===== src/rtl/divide_param_if.sv =====
// rtl/divide_param_if.sv - go/done handshake and operand/result bundle for divide_param
interface divide_param_if #(
  parameter int DD_W = 32,
  parameter int DV_W = 16
);
  logic            go;
  logic [DD_W-1:0] ddInput;
  logic [DV_W-1:0] dvInput;
  logic [DD_W-1:0] quotient;
  logic [DV_W-1:0] resto;
  logic            done;
  logic            div0;
  logic [1:0]      EstPresente;

  modport master (
    output go, ddInput, dvInput,
    input  quotient, resto, done, div0, EstPresente
  );

  modport slave (
    input  go, ddInput, dvInput,
    output quotient, resto, done, div0, EstPresente
  );
endinterface


===== src/rtl/divide_param.sv =====
// rtl/divide_param.sv - radix-2 sequential signed/unsigned divider; DIV_REMAINDER_EN enables the remainder output
module divide_param #(
  parameter int DD_W   = 32,
  parameter int DV_W   = 16,
  parameter bit SIGNED = 1'b1
) (
  input logic            reloj,
  input logic            reset,
  divide_param_if.slave  bus
);

  typedef enum logic [1:0] {
    IDLE = 2'd0,
    PREP = 2'd1,
    ITER = 2'd2,
    FIX  = 2'd3
  } state_t;

  localparam int CNT_W = $clog2(DD_W);
  localparam int PW    = DV_W + 1;

  state_t            state_q, state_d;
  logic [DD_W-1:0]   dd_q, dd_d;          // operand, then magnitude, then quotient bits shifted in
  logic [DV_W-1:0]   dv_q, dv_d;          // operand, then magnitude
  logic [DV_W:0]     p_q, p_d;            // partial remainder
  logic [CNT_W-1:0]  cnt_q, cnt_d;
  logic              negq_q, negq_d;      // quotient must be negated in FIX
  logic [DD_W-1:0]   quotient_q, quotient_d;
  logic              done_q, done_d;
  logic              div0_q, div0_d;
`ifdef DIV_REMAINDER_EN
  logic              negr_q, negr_d;      // remainder takes the dividend's sign
  logic [DV_W-1:0]   resto_q, resto_d;
`endif

  logic              dd_neg, dv_neg;
  logic [DV_W+1:0]   p_wide;
  logic [DV_W+1:0]   dv_ext;
  logic              ge;

  assign dd_neg = SIGNED && dd_q[DD_W-1];
  assign dv_neg = SIGNED && dv_q[DV_W-1];
  // Shift the next dividend bit into P; the top bit of the quotient register is that bit
  assign p_wide = {p_q, dd_q[DD_W-1]};
  assign dv_ext = {2'b00, dv_q};
  assign ge     = (p_wide >= dv_ext);

  // Next-state and datapath decisions for the four-state controller
  always_comb begin
    state_d    = state_q;
    dd_d       = dd_q;
    dv_d       = dv_q;
    p_d        = p_q;
    cnt_d      = cnt_q;
    negq_d     = negq_q;
    quotient_d = quotient_q;
    done_d     = done_q;
    div0_d     = div0_q;
`ifdef DIV_REMAINDER_EN
    negr_d     = negr_q;
    resto_d    = resto_q;
`endif
    case (state_q)
      IDLE: begin
        if (bus.go) begin
          dd_d    = bus.ddInput;
          dv_d    = bus.dvInput;
          div0_d  = 1'b0;
          done_d  = 1'b0;
          state_d = PREP;
        end
      end
      PREP: begin
        if (dv_q == '0) begin
          quotient_d = '1;
`ifdef DIV_REMAINDER_EN
          resto_d    = '0;
`endif
          div0_d     = 1'b1;
          done_d     = 1'b1;
          state_d    = IDLE;
        end else begin
          // Negating the most negative value yields its own pattern, which is the
          // correct magnitude when read as unsigned.
          dd_d    = dd_neg ? -dd_q : dd_q;
          dv_d    = dv_neg ? -dv_q : dv_q;
          negq_d  = dd_neg ^ dv_neg;
`ifdef DIV_REMAINDER_EN
          negr_d  = dd_neg;
`endif
          p_d     = '0;
          cnt_d   = '0;
          state_d = ITER;
        end
      end
      ITER: begin
        p_d   = ge ? PW'(p_wide - dv_ext) : p_wide[DV_W:0];
        dd_d  = {dd_q[DD_W-2:0], ge};
        cnt_d = cnt_q + 1'b1;
        if (cnt_q == CNT_W'(DD_W - 1)) begin
          state_d = FIX;
        end
      end
      FIX: begin
        quotient_d = negq_q ? -dd_q : dd_q;
`ifdef DIV_REMAINDER_EN
        resto_d    = negr_q ? -p_q[DV_W-1:0] : p_q[DV_W-1:0];
`endif
        done_d     = 1'b1;
        state_d    = IDLE;
      end
      default: begin
        state_d = IDLE;
      end
    endcase
  end

  // State and datapath registers; reset wins over any pending go
  always_ff @(posedge reloj) begin
    if (reset) begin
      state_q    <= IDLE;
      dd_q       <= '0;
      dv_q       <= '0;
      p_q        <= '0;
      cnt_q      <= '0;
      negq_q     <= 1'b0;
      quotient_q <= '0;
      done_q     <= 1'b1;
      div0_q     <= 1'b0;
`ifdef DIV_REMAINDER_EN
      negr_q     <= 1'b0;
      resto_q    <= '0;
`endif
    end else begin
      state_q    <= state_d;
      dd_q       <= dd_d;
      dv_q       <= dv_d;
      p_q        <= p_d;
      cnt_q      <= cnt_d;
      negq_q     <= negq_d;
      quotient_q <= quotient_d;
      done_q     <= done_d;
      div0_q     <= div0_d;
`ifdef DIV_REMAINDER_EN
      negr_q     <= negr_d;
      resto_q    <= resto_d;
`endif
    end
  end

  assign bus.quotient    = quotient_q;
  assign bus.done        = done_q;
  assign bus.div0        = div0_q;
  assign bus.EstPresente = state_q;
`ifdef DIV_REMAINDER_EN
  assign bus.resto       = resto_q;
`else
  assign bus.resto       = '0;
`endif

endmodule


===== src/flat_wrapper.sv =====
// flat-port wrapper written by rule: the top's interface ports become plain ports
module divide_param_flat 
#(
  parameter int DD_W   = 32,
  parameter int DV_W   = 16,
  parameter bit SIGNED = 1'b1
)
  (reloj, reset, bus_go, bus_ddInput, bus_dvInput, bus_quotient, bus_resto, bus_done, bus_div0, bus_EstPresente);
  divide_param_if #(.DD_W(DD_W), .DV_W(DV_W)) bus_i ();
  input logic reloj;
  input logic reset;
  input wire logic [$bits(bus_i.go)-1:0] bus_go;
  input wire logic [$bits(bus_i.ddInput)-1:0] bus_ddInput;
  input wire logic [$bits(bus_i.dvInput)-1:0] bus_dvInput;
  output wire logic [$bits(bus_i.quotient)-1:0] bus_quotient;
  output wire logic [$bits(bus_i.resto)-1:0] bus_resto;
  output wire logic [$bits(bus_i.done)-1:0] bus_done;
  output wire logic [$bits(bus_i.div0)-1:0] bus_div0;
  output wire logic [$bits(bus_i.EstPresente)-1:0] bus_EstPresente;
  assign bus_i.go = bus_go;
  assign bus_i.ddInput = bus_ddInput;
  assign bus_i.dvInput = bus_dvInput;
  assign bus_quotient = bus_i.quotient;
  assign bus_resto = bus_i.resto;
  assign bus_done = bus_i.done;
  assign bus_div0 = bus_i.div0;
  assign bus_EstPresente = bus_i.EstPresente;
  divide_param #(.DD_W(DD_W), .DV_W(DV_W), .SIGNED(SIGNED)) u_core (.reloj(reloj), .reset(reset), .bus(bus_i));
endmodule

===== config.mk =====
export PLATFORM = sky130hd
export DESIGN_NAME = divide_param_flat
export DESIGN_NICKNAME = d
export VERILOG_FILES = /design/src/rtl/divide_param_if.sv /design/src/rtl/divide_param.sv /design/src/flat_wrapper.sv
export SDC_FILE = /design/constraint.sdc
export NUM_CORES = 1
export LEC_CHECK = 0
export BUFFER_PORTS_ARGS = -buffer_cell sky130_fd_sc_hd__buf_2
export CAP_MARGIN = 10
export CORE_MARGIN = 4
export CORE_UTILIZATION = 53
export CTS_CLUSTER_SIZE = 25
export DETAILED_ROUTE_END_ITERATION = 16
export PLACE_DENSITY = 0.78
export SYNTH_ARGS = -nofsm -noshare
export SYNTH_HDL_FRONTEND = slang
export SYNTH_SLANG_ARGS = --single-unit
export TNS_END_PERCENT = 5

===== constraint.sdc =====
create_clock -name reloj -period 2.7 [get_ports reloj]
set_input_delay 0.27 -clock reloj [delete_from_list [all_inputs] [get_ports reloj]]
set_output_delay 0.27 -clock reloj [all_outputs]
set_load 0.01 [all_outputs]

Word-level counts from Yosys, hierarchy flattened
Cells that the tools add are included.
{"block": "totals", "register_bits": 107, "input_bits": 51}
{"block": "op_classes", "addsub": 4, "order_cmp": 1, "eq_ne": 10, "mux": 24, "bitwise": 2, "reduce_logical": 17}
{"operator": "$mux 32", "n": 5}
{"operator": "$pmux 32 s3", "n": 1}
{"operator": "$pmux 32 s2", "n": 1}
{"operator": "$mux 16", "n": 3}
{"operator": "$mux 17", "n": 2}
{"operator": "$pmux 17 s2", "n": 1}
{"operator": "$neg 32->32", "n": 1}
{"operator": "$pmux 16 s2", "n": 1}
{"operator": "$ge 18x16->1", "n": 1}
{"operator": "$sub 17x16->17", "n": 1}
{"operator": "$logic_not 16->1", "n": 1}
{"operator": "$neg 16->16", "n": 1}
{"operator": "$reduce_and 3->1", "n": 4}
{"operator": "$pmux 5 s2", "n": 1}
{"operator": "$ne 2x1->1 const B", "n": 4}
{"operator": "$pmux 2 s4", "n": 1}
{"operator": "$reduce_and 2->1", "n": 4}
{"operator": "$reduce_and 4->1", "n": 2}
{"operator": "$mux 2", "n": 3}
{"operator": "$reduce_bool 2->1", "n": 3}
{"operator": "$reduce_bool 3->1", "n": 2}
{"operator": "$add 5x1->5 const B", "n": 1}
{"operator": "$eq 5x5->1 const B", "n": 1}
{"operator": "$mux 5", "n": 1}
{"operator": "9 further kinds", "n": 12}

Depth between registers and ports, before layout
Gate-level depths: netlist (run 1).
{"block": "depth", "depth_word": 4, "depth_mapped": 12}

Least setup slack after synthesis (run 1)
Ideal clock, no wire load.
{"block": "synth_path", "path_type": "reg2reg", "from": "register u_core.dd_q[31]", "to": "register u_core.p_q[10]", "setup_ps": 129, "arrival_time_ps": 2662, "required_time_ps": 2571, "slack_ps": -91, "stages_incl_launch_ff": 13, "period_less_slack_ps": 2791, "path_cell_list": "dfxtp_1 > clkbuf_1 > inv_1 > ha_1 > fa_1 > nor2b_1 > o31a_1 > o31ai_1 > a31oi_1 > nor3_2 > buf_2 > mux2i_1 > o21ai_0"}
{"block": "synth_via", "elab_chain_cells": 3, "elab_cells_between_ends": 4, "cone_classes": "add/sub (1); order compare (1); mux (2)"}
{"element": "start: declaration", "line": "divide_param.sv:23", "text": "logic [DD_W-1:0] dd_q, dd_d;"}
{"element": "start signal: assignment", "line": "divide_param.sv:122", "text": "dd_q <= '0;"}
{"element": "start signal: assignment", "line": "divide_param.sv:136", "text": "dd_q <= dd_d;"}
{"element": "$sub 17x16->17 or $ge 18x16->1 (tied branches)", "line": "divide_param.sv:97, divide_param.sv:46"}
{"element": "$mux 17 *", "line": "divide_param.sv:97", "text": "p_d = ge ? PW'(p_wide - dv_ext) : p_wide[DV_W:0];"}
{"element": "$pmux 17 s2 *", "line": "divide_param.sv:63", "text": "case (state_q)"}
{"element": "end signal: assignment", "line": "divide_param.sv:138", "text": "p_q <= p_d;"}
{"element": "end: declaration", "line": "divide_param.sv:25", "text": "logic [DV_W:0] p_q, p_d;"}
Mark *: on every way between the ends. The rest lies on a longest branch, timed or not.
A chain may end at the register's enable or synchronous reset.

Final worst setup path (run 1)
{"block": "layout_path", "from": "register u_core.dd_q[17]", "to": "register u_core.dd_q[29]"}
{"block": "layout_via", "elab_chain_cells": 4}
{"element": "$neg 32->32", "line": "divide_param.sv:85", "text": "dd_d = dd_neg ? -dd_q : dd_q;"}
{"element": "$mux 32", "line": "divide_param.sv:85"}
{"element": "$mux 32", "line": "divide_param.sv:74", "text": "if (dv_q == '0) begin"}
{"element": "$pmux 32 s3", "line": "divide_param.sv:63"}
Every way passes these cells. The select of a mux whose other input is x is not followed.

==> qor.yml, run 1 <==
post-route-util_pct: 62.8
cpPeakStageDelay_ps: 560
die_w_microns: 125
vias: 7304
async_reset_ff_share_pct: 0
die_h_microns: 125
drc_errors: 0
grt_max_degree: 68
cp_data_required_time_ps: 2990
routed_wl_mm: 19.8
grt_pass1_vias: 6592
io_buffers: 86
cp.buffers_inverters: 1
nNetsFinal: 1107
leakagePower_nw: 3.29
power.total_w: 0.00710
rows: 42
core-area_sq_um: 13300
crit_type: "flop to flop"
ys_ff_latch: 107
wl_per_cell_microns: 16.4
grt_pass1_wl_mm: 32.3
cts-root-buf: "clkbuf_16"
vdd_ir_drop_max_v: 0.000588
final_hold_viol_count: 0
htreeDepth: 3
initial_utilization_pct: 54.4
status: "complete, no violations"
layout_setup_ws_ps: 105
end_kind: "flop"
fp.dieArea_sq_um: 15600
ant_nets: 0
rsz0062_at_grt: "false"
drv_slew: 0
synthDominantCellAreaShare_pct: 29.5
setup_violations: 0
drtIter0Drc: 653
arrival_ps: 2890
ios: 103
hpwl_mm: 14.0
grt_remaining_overflow: 0
clk_latency_ps: 360
timing.fmax_mhz: 385
yosys_warnings: 0
grt_use_total_pct: 24.5
clock_path_buffers: 2
clk_pin_slew_ps: 80
fin_setup_tns_ps: 0
maxCapViolCount: 0
ys.flop_type: "dfxtp_1"
area_delta_synth_final_pct: 15.6
dr.pass1.iters: 6
synth_enable_flop_cells: 0
slew_headroom_pct: 51.1
synth_area_per_cell_sq_um: 7.57
critical_path.max_fanout: 10
worst_path_max_delay_cell: "or4_4"
synth_cell_types: 78
min_path_type: "input port to flop"
cp_top_family: "simple AND/OR/NAND/NOR gates"
worst_pin_slew_ps: 733
n_antenna_cell: 0
cp-start-kind: "flop"
period_minus_slack_ps: 2600
postSynthCellCount: 958
vias_per_cell: 6.04
crit_path_frequent_cell: "or3_4"
clkSinkCount: 107
path_cells: "or4_4 > or3_4 > or3_4 > buf_6 > o31ai_4 > a21oi_1 > a211o_1 > a21oi_2"
dp_slack_ps: 94.1
min_period_over_period_pct: 96.1
yosys-top-cells-area: "dfxtp_1 30%, nor2_1 5.5%, nand2_1 4.9%, a21oi_1 4.6%, ha_1 4.5%"
cts_buffers: 9
power_density_nw_per_um2: 846
cts_tree: "yes"
yosys.area.top_type: "dfxtp_1"
ys_seq_area_share_pct: 29.5
final_layout_size_suffix_gt1_share_pct: 18.4
antenna_found_initial: 0
syn_area_sq_um: 7260
postCtsSetupRepairBufs: 0
skew_ps: 8.90
place.gp.congestion: 0.907
-- synth_stat cells (16+ instances only) --
cell      instances
nand2_1          94
nand3_1          22
inv_1            30
o31ai_1          19
a311oi_1         23
a21oi_1          67
dfxtp_1         107
nor2_1          107
o211ai_1         32
xnor2_1          31
o21ai_0          64
xor2_1           18
buf_4            16
ha_1             26
clkbuf_1         69
nor3_1           21
-- worst paths after layout --
check / from / to / slack (ps) / cells past startpoint
min: bus_dvInput[12] / u_core.dv_q[12]$_SDFFE_PP0P_ / 150 / 3
max reg2reg: u_core.dd_q[17]$_SDFFE_PP0P_ / u_core.dd_q[29]$_SDFFE_PP0P_ / 100 / 8
min reg2reg: u_core.p_q[16]$_SDFFE_PP0P_ / u_core.p_q[16]$_SDFFE_PP0P_ / 490 / 2
max: u_core.dd_q[17]$_SDFFE_PP0P_ / u_core.dd_q[29]$_SDFFE_PP0P_ / 100 / 8
-- final cells by class --
class,instances,area [sq um]
fillers,1181,4960
repair buffers,138,853
multi-input cells,742,4710
flip-flops and latches,107,2140
well taps,176,220
clock inverters,7,124
clock buffers,9,225
inverters,31,116
-- repair_timing --
| item | CTS | global route |
|---|---|---|
| hold buffers | 0 | 0 |
| endpoints found under the setup margin | 0 | 31 |
| resized for setup | 0 | 13 |
-- metal layers --
layer | up-vias | wire (microns) | track usage [%] | share of wire [%]
li1 | 3608 | - | - | -
met1 | 3388 | 8910 | 33.6 | 45
met2 | 270 | 9150 | 38.7 | 46
met3 | 38 | 1270 | 5.25 | 6.4
met4 | 0 | 488 | 7.84 | 2.5
met5 | - | 0 | 0 | 0
-- cell families (layout without fill, tap and decap cells) --
| kind of cell | Yosys count | after routing | share of synthesized area, % |
|---|---|---|---|
| AND/OR/NAND/NOR | 326 | 326 | 21.5 |
| AO/OA/AOI/OAI | 313 | 313 | 29.2 |
| buffers and inverters | 124 | 185 | 7.54 |
| flip-flops | 107 | 107 | 29.5 |
| XOR/XNOR | 49 | 49 | 5.91 |
| adder cells (fa/ha/maj) | 27 | 27 | 4.76 |
| multiplexers | 11 | 11 | 1.55 |
| other | 1 | 16 | 0.0517 |
-- cell usage in the layout (no fill, tap or decap), types with 13 or more instances in the layout --
cell type    n
a21oi_1     67
a311oi_1    23
buf_2       86
buf_4       48
conb_1      16
dfxtp_1    106
ha_1        25
inv_1       30
nand2_1     94
nand3_1     22
nor2_1     104
nor3_1      21
o211ai_1    32
o21a_1      13
o21ai_0     63
o31ai_1     16
or3_1       13
xnor2_1     31
xor2_1      18
-- state kept, by name (all words and copies together) (netlist names), named ones only --
| register | flops |
|---|---|
| u_core.bus.quotient | 32 |
| u_core.dd_q | 32 |
| u_core.p_q | 17 |
| u_core.dv_q | 16 |
| u_core.cnt_q | 5 |
| u_core.bus.EstPresente | 1 |
| u_core.bus.div0 | 1 |
| u_core.bus.done | 1 |
| u_core.negq_q | 1 |
-- metrics by stage --
step	std cells	hold WS, ps	area (sq um)
finish	1210	145	8390
floorplan	973	406	7330
global route	1210	160	8390
global placement	1194	444	7990
CTS	1210	142	8340
detailed placement	1194	445	7990
-- worst reg2reg max path, cell delays in order (launching register included) --
cell and delay [ps]:
dfxtp_1 310, or4_4 560, or3_4 350, or3_4 420
buf_6 160, o31ai_4 230, a21oi_1 60, a211o_1 310
a21oi_2 120
-- power by group --
| part | switching, W | total [W] | internal (W) |
|---|---|---|---|
| Sequential | 0.000301 | 0.00212 | 0.00182 |
| Combinational | 0.00196 | 0.00342 | 0.00145 |
| Clock | 0.000639 | 0.00155 | 0.000914 |
Note: power is estimated with default switching activity, not from simulation.
==> run 2, diff against run 1 <==
--- a/config.mk
+++ b/config.mk
@@ -7,11 +7,13 @@
 export LEC_CHECK = 0
 export BUFFER_PORTS_ARGS = -buffer_cell sky130_fd_sc_hd__buf_2
 export CAP_MARGIN = 10
-export CORE_MARGIN = 4
-export CORE_UTILIZATION = 53
+export CORE_MARGIN = 10
+export CORE_UTILIZATION = 54
+export CTS_BUF_LIST = sky130_fd_sc_hd__clkbuf_4
 export CTS_CLUSTER_SIZE = 25
 export DETAILED_ROUTE_END_ITERATION = 16
-export PLACE_DENSITY = 0.78
+export PLACE_DENSITY = 0.79
+export RECOVER_POWER = 50
 export SYNTH_ARGS = -nofsm -noshare
 export SYNTH_HDL_FRONTEND = slang
 export SYNTH_SLANG_ARGS = --single-unit
==> run 2 against run 1 <==
  * Sequential share of layout area grew 0.77 points
  * Die area is 18% higher
  * Sequential power about the same
  * Global-route usage down 2.4 points
  * Critical path type unchanged
==> qor.yml, run 2 (synthesis results as in run 1) <==
final_layout_size_suffix_gt1_share_pct: 15.5  # -2.9 points
initial_utilization_pct: 55.0  # +0.65 points
crit_type: "flop to flop"
rsz0062_at_grt: "true"
rrSetupSlack_ps: 130  # +20 ps
leakagePower_nw: 3.07  # -6.7%
ios: 103  # unchanged
worst_pin_slew_ps: 688  # -45.5 ps
area_delta_synth_final_pct: 12.5
die_h_microns: 136  # +8.7%
fin_area_sq_um: 8170  # -2.7%
drv_slew: 0  # unchanged
final_hold_viol_count: 0  # unchanged
worst_r2r_endpoint: "u_core.dd_q[29]$_SDFFE_PP0P_"
io_buffers: 86  # unchanged
worst-r2r-cell-count: 8  # unchanged
clk_latency_ps: 510  # +150 ps
crit_end: "u_core.dd_q[29]$_SDFFE_PP0P_"
clkSinkCount: 107  # unchanged
crit_cells: 8  # unchanged
core-area_sq_um: 13200  # -1.2%
period_minus_slack_ps: 2570  # -21.2 ps
final_cell_mix: "106 x nor2_1, 101 x dfxtp_1, 94 x nand2_1"
grt_pass1_vias: 6924  # +5.0%
slew_headroom_pct: 54.1  # +3.0 points
arrival_ps: 3020  # +130 ps
grt_max_degree: 54  # -21%
fp.dieArea_sq_um: 18500  # +18%
cp-start-kind: "flop"
status: "complete, no violations"
hpwl_mm: 15.2  # +8.4%
drc_errors: 0  # unchanged
cts_tree: "yes"
vdd_ir_drop_max_v: 0.000430  # -27%
cp_data_required_time_ps: 3150  # +160 ps
worst_path_max_delay_cell: "or4_4"
cts_buffers: 9  # unchanged
skew_ps: 16.9  # +8.03 ps
vias_per_cell: 6.14  # +1.8%
placed_cells: 1199  # +0.42%
grt_use_total_pct: 22.2  # -2.4 points
place.gp.congestion: 0.894  # -1.4%
grt_pass1_wl_mm: 34.1  # +5.8%
htreeDepth: 3  # unchanged
timing.fmax_mhz: 388  # +0.82%
routed_wl_mm: 21.2  # +6.7%
cp-startpoint: "u_core.dd_q[20]$_SDFFE_PP0P_"
ant_nets: 0  # unchanged
layout.cells.non_filler: 1219  # +0.74%
cts-root-buf: "clkbuf_4"
cpPeakStageDelay_ps: 550  # about the same
final_common_cell: "nor2_1"
maxCapViolCount: 0  # unchanged
crit_path_frequent_cell: "or3_4"
rows: 42  # unchanged
dr.pass1.iters: 5  # -1
grt_remaining_overflow: 0  # unchanged
min_from: "bus_dvInput[0]"
nNetsFinal: 1115  # +0.72%
clock_path_buffers: 2  # unchanged
vias: 7488  # +2.5%
wl_per_cell_microns: 17.4  # +5.9%
antenna_found_initial: 1  # +1
fin_setup_tns_ps: 0  # unchanged
min_path_type: "input port to flop"
path_cells: "or4_4 > or3_4 > or3_4 > buf_4 > o31ai_4 > a21oi_1 > a211o_1 > a21oi_2"
clk_pin_slew_ps: 170  # +90 ps
die_w_microns: 136  # +8.7%
end_kind: "flop"
critical_path.max_fanout: 10  # unchanged
power_density_nw_per_um2: 779  # -7.9%
drtIter0Drc: 684  # +4.7%
min_period_over_period_pct: 95.3  # -0.79 points
cp_top_family: "simple AND/OR/NAND/NOR gates"
power.total_w: 0.00636  # -10%
placed_area_sq_um: 8030  # +0.41%
setup_violations: 0  # unchanged
cp.buffers_inverters: 1  # unchanged
worstReg2RegStart: "u_core.dd_q[20]$_SDFFE_PP0P_"
run 2: routing by layer:
layer	global-route usage, %	up-vias	wire length [microns]
met5	0	-	0
met4	6.80	0	410
met3	4.76	39	1520
met2	36.2	310	10000
met1	28.5	3501	9220
li1	-	3638	-
run 2: through the flow:
stage                     hold slack [ps]  utilization (%)  setup slack (ps)
after global routing                 1.30             61.9             -24.2
after floorplan                       406                -             -25.2
final                                12.6             61.9               126
after global placement                443             60.8               152
after detailed placement              453             60.8              87.4
after CTS                            1.33             61.9              65.6
run 2: how the worst min path moves through the flow:
stage / to / slack (ps) / depth (start not counted)
global route: u_core.dv_q[0]$_SDFFE_PP0P_ / 1 / 3
detailed placement: u_core.p_q[16]$_SDFFE_PP0P_ / 450 / 2
CTS: u_core.dv_q[0]$_SDFFE_PP0P_ / 1 / 3
global placement: u_core.p_q[16]$_SDFFE_PP0P_ / 440 / 2
finish: u_core.dv_q[0]$_SDFFE_PP0P_ / 10 / 3
floorplan: u_core.dv_q[0]$_SDFFE_PP0P_ / 410 / 2
run 2: cell type report:
class,instances,area [sq um]
diodes,1,2.50
flip-flops and latches,107,2150
well taps,176,220
clock inverters,7,52.6
multi-input cells,742,4680
fillers,1207,5020
clock buffers,9,67.6
repair buffers,146,872
inverters,31,116
run 2: timing repair:
action | in CTS | in global routing
setup buffers | 0 | 1
setup endpoints to repair | 0 | 16
hold buffers | 2 | 0
hold endpoints to repair | 2 | 0
resized for setup | 0 | 16
run 2: worst min-delay path, cell delays in order:
cell and delay, ps:
buf_2 90, nand2_1 60, a21oi_1 70
run 2: power breakdown:
part / leakage [nW] / total, W / internal, W / switching [W]
registers: 0.875 / 0.00212 / 0.00183 / 0.000295
clock network: 0.0720 / 0.000787 / 0.000198 / 0.000589
logic: 2.12 / 0.00345 / 0.00145 / 0.00200
total: 3.07 / 0.00636 / 0.00347 / 0.00289
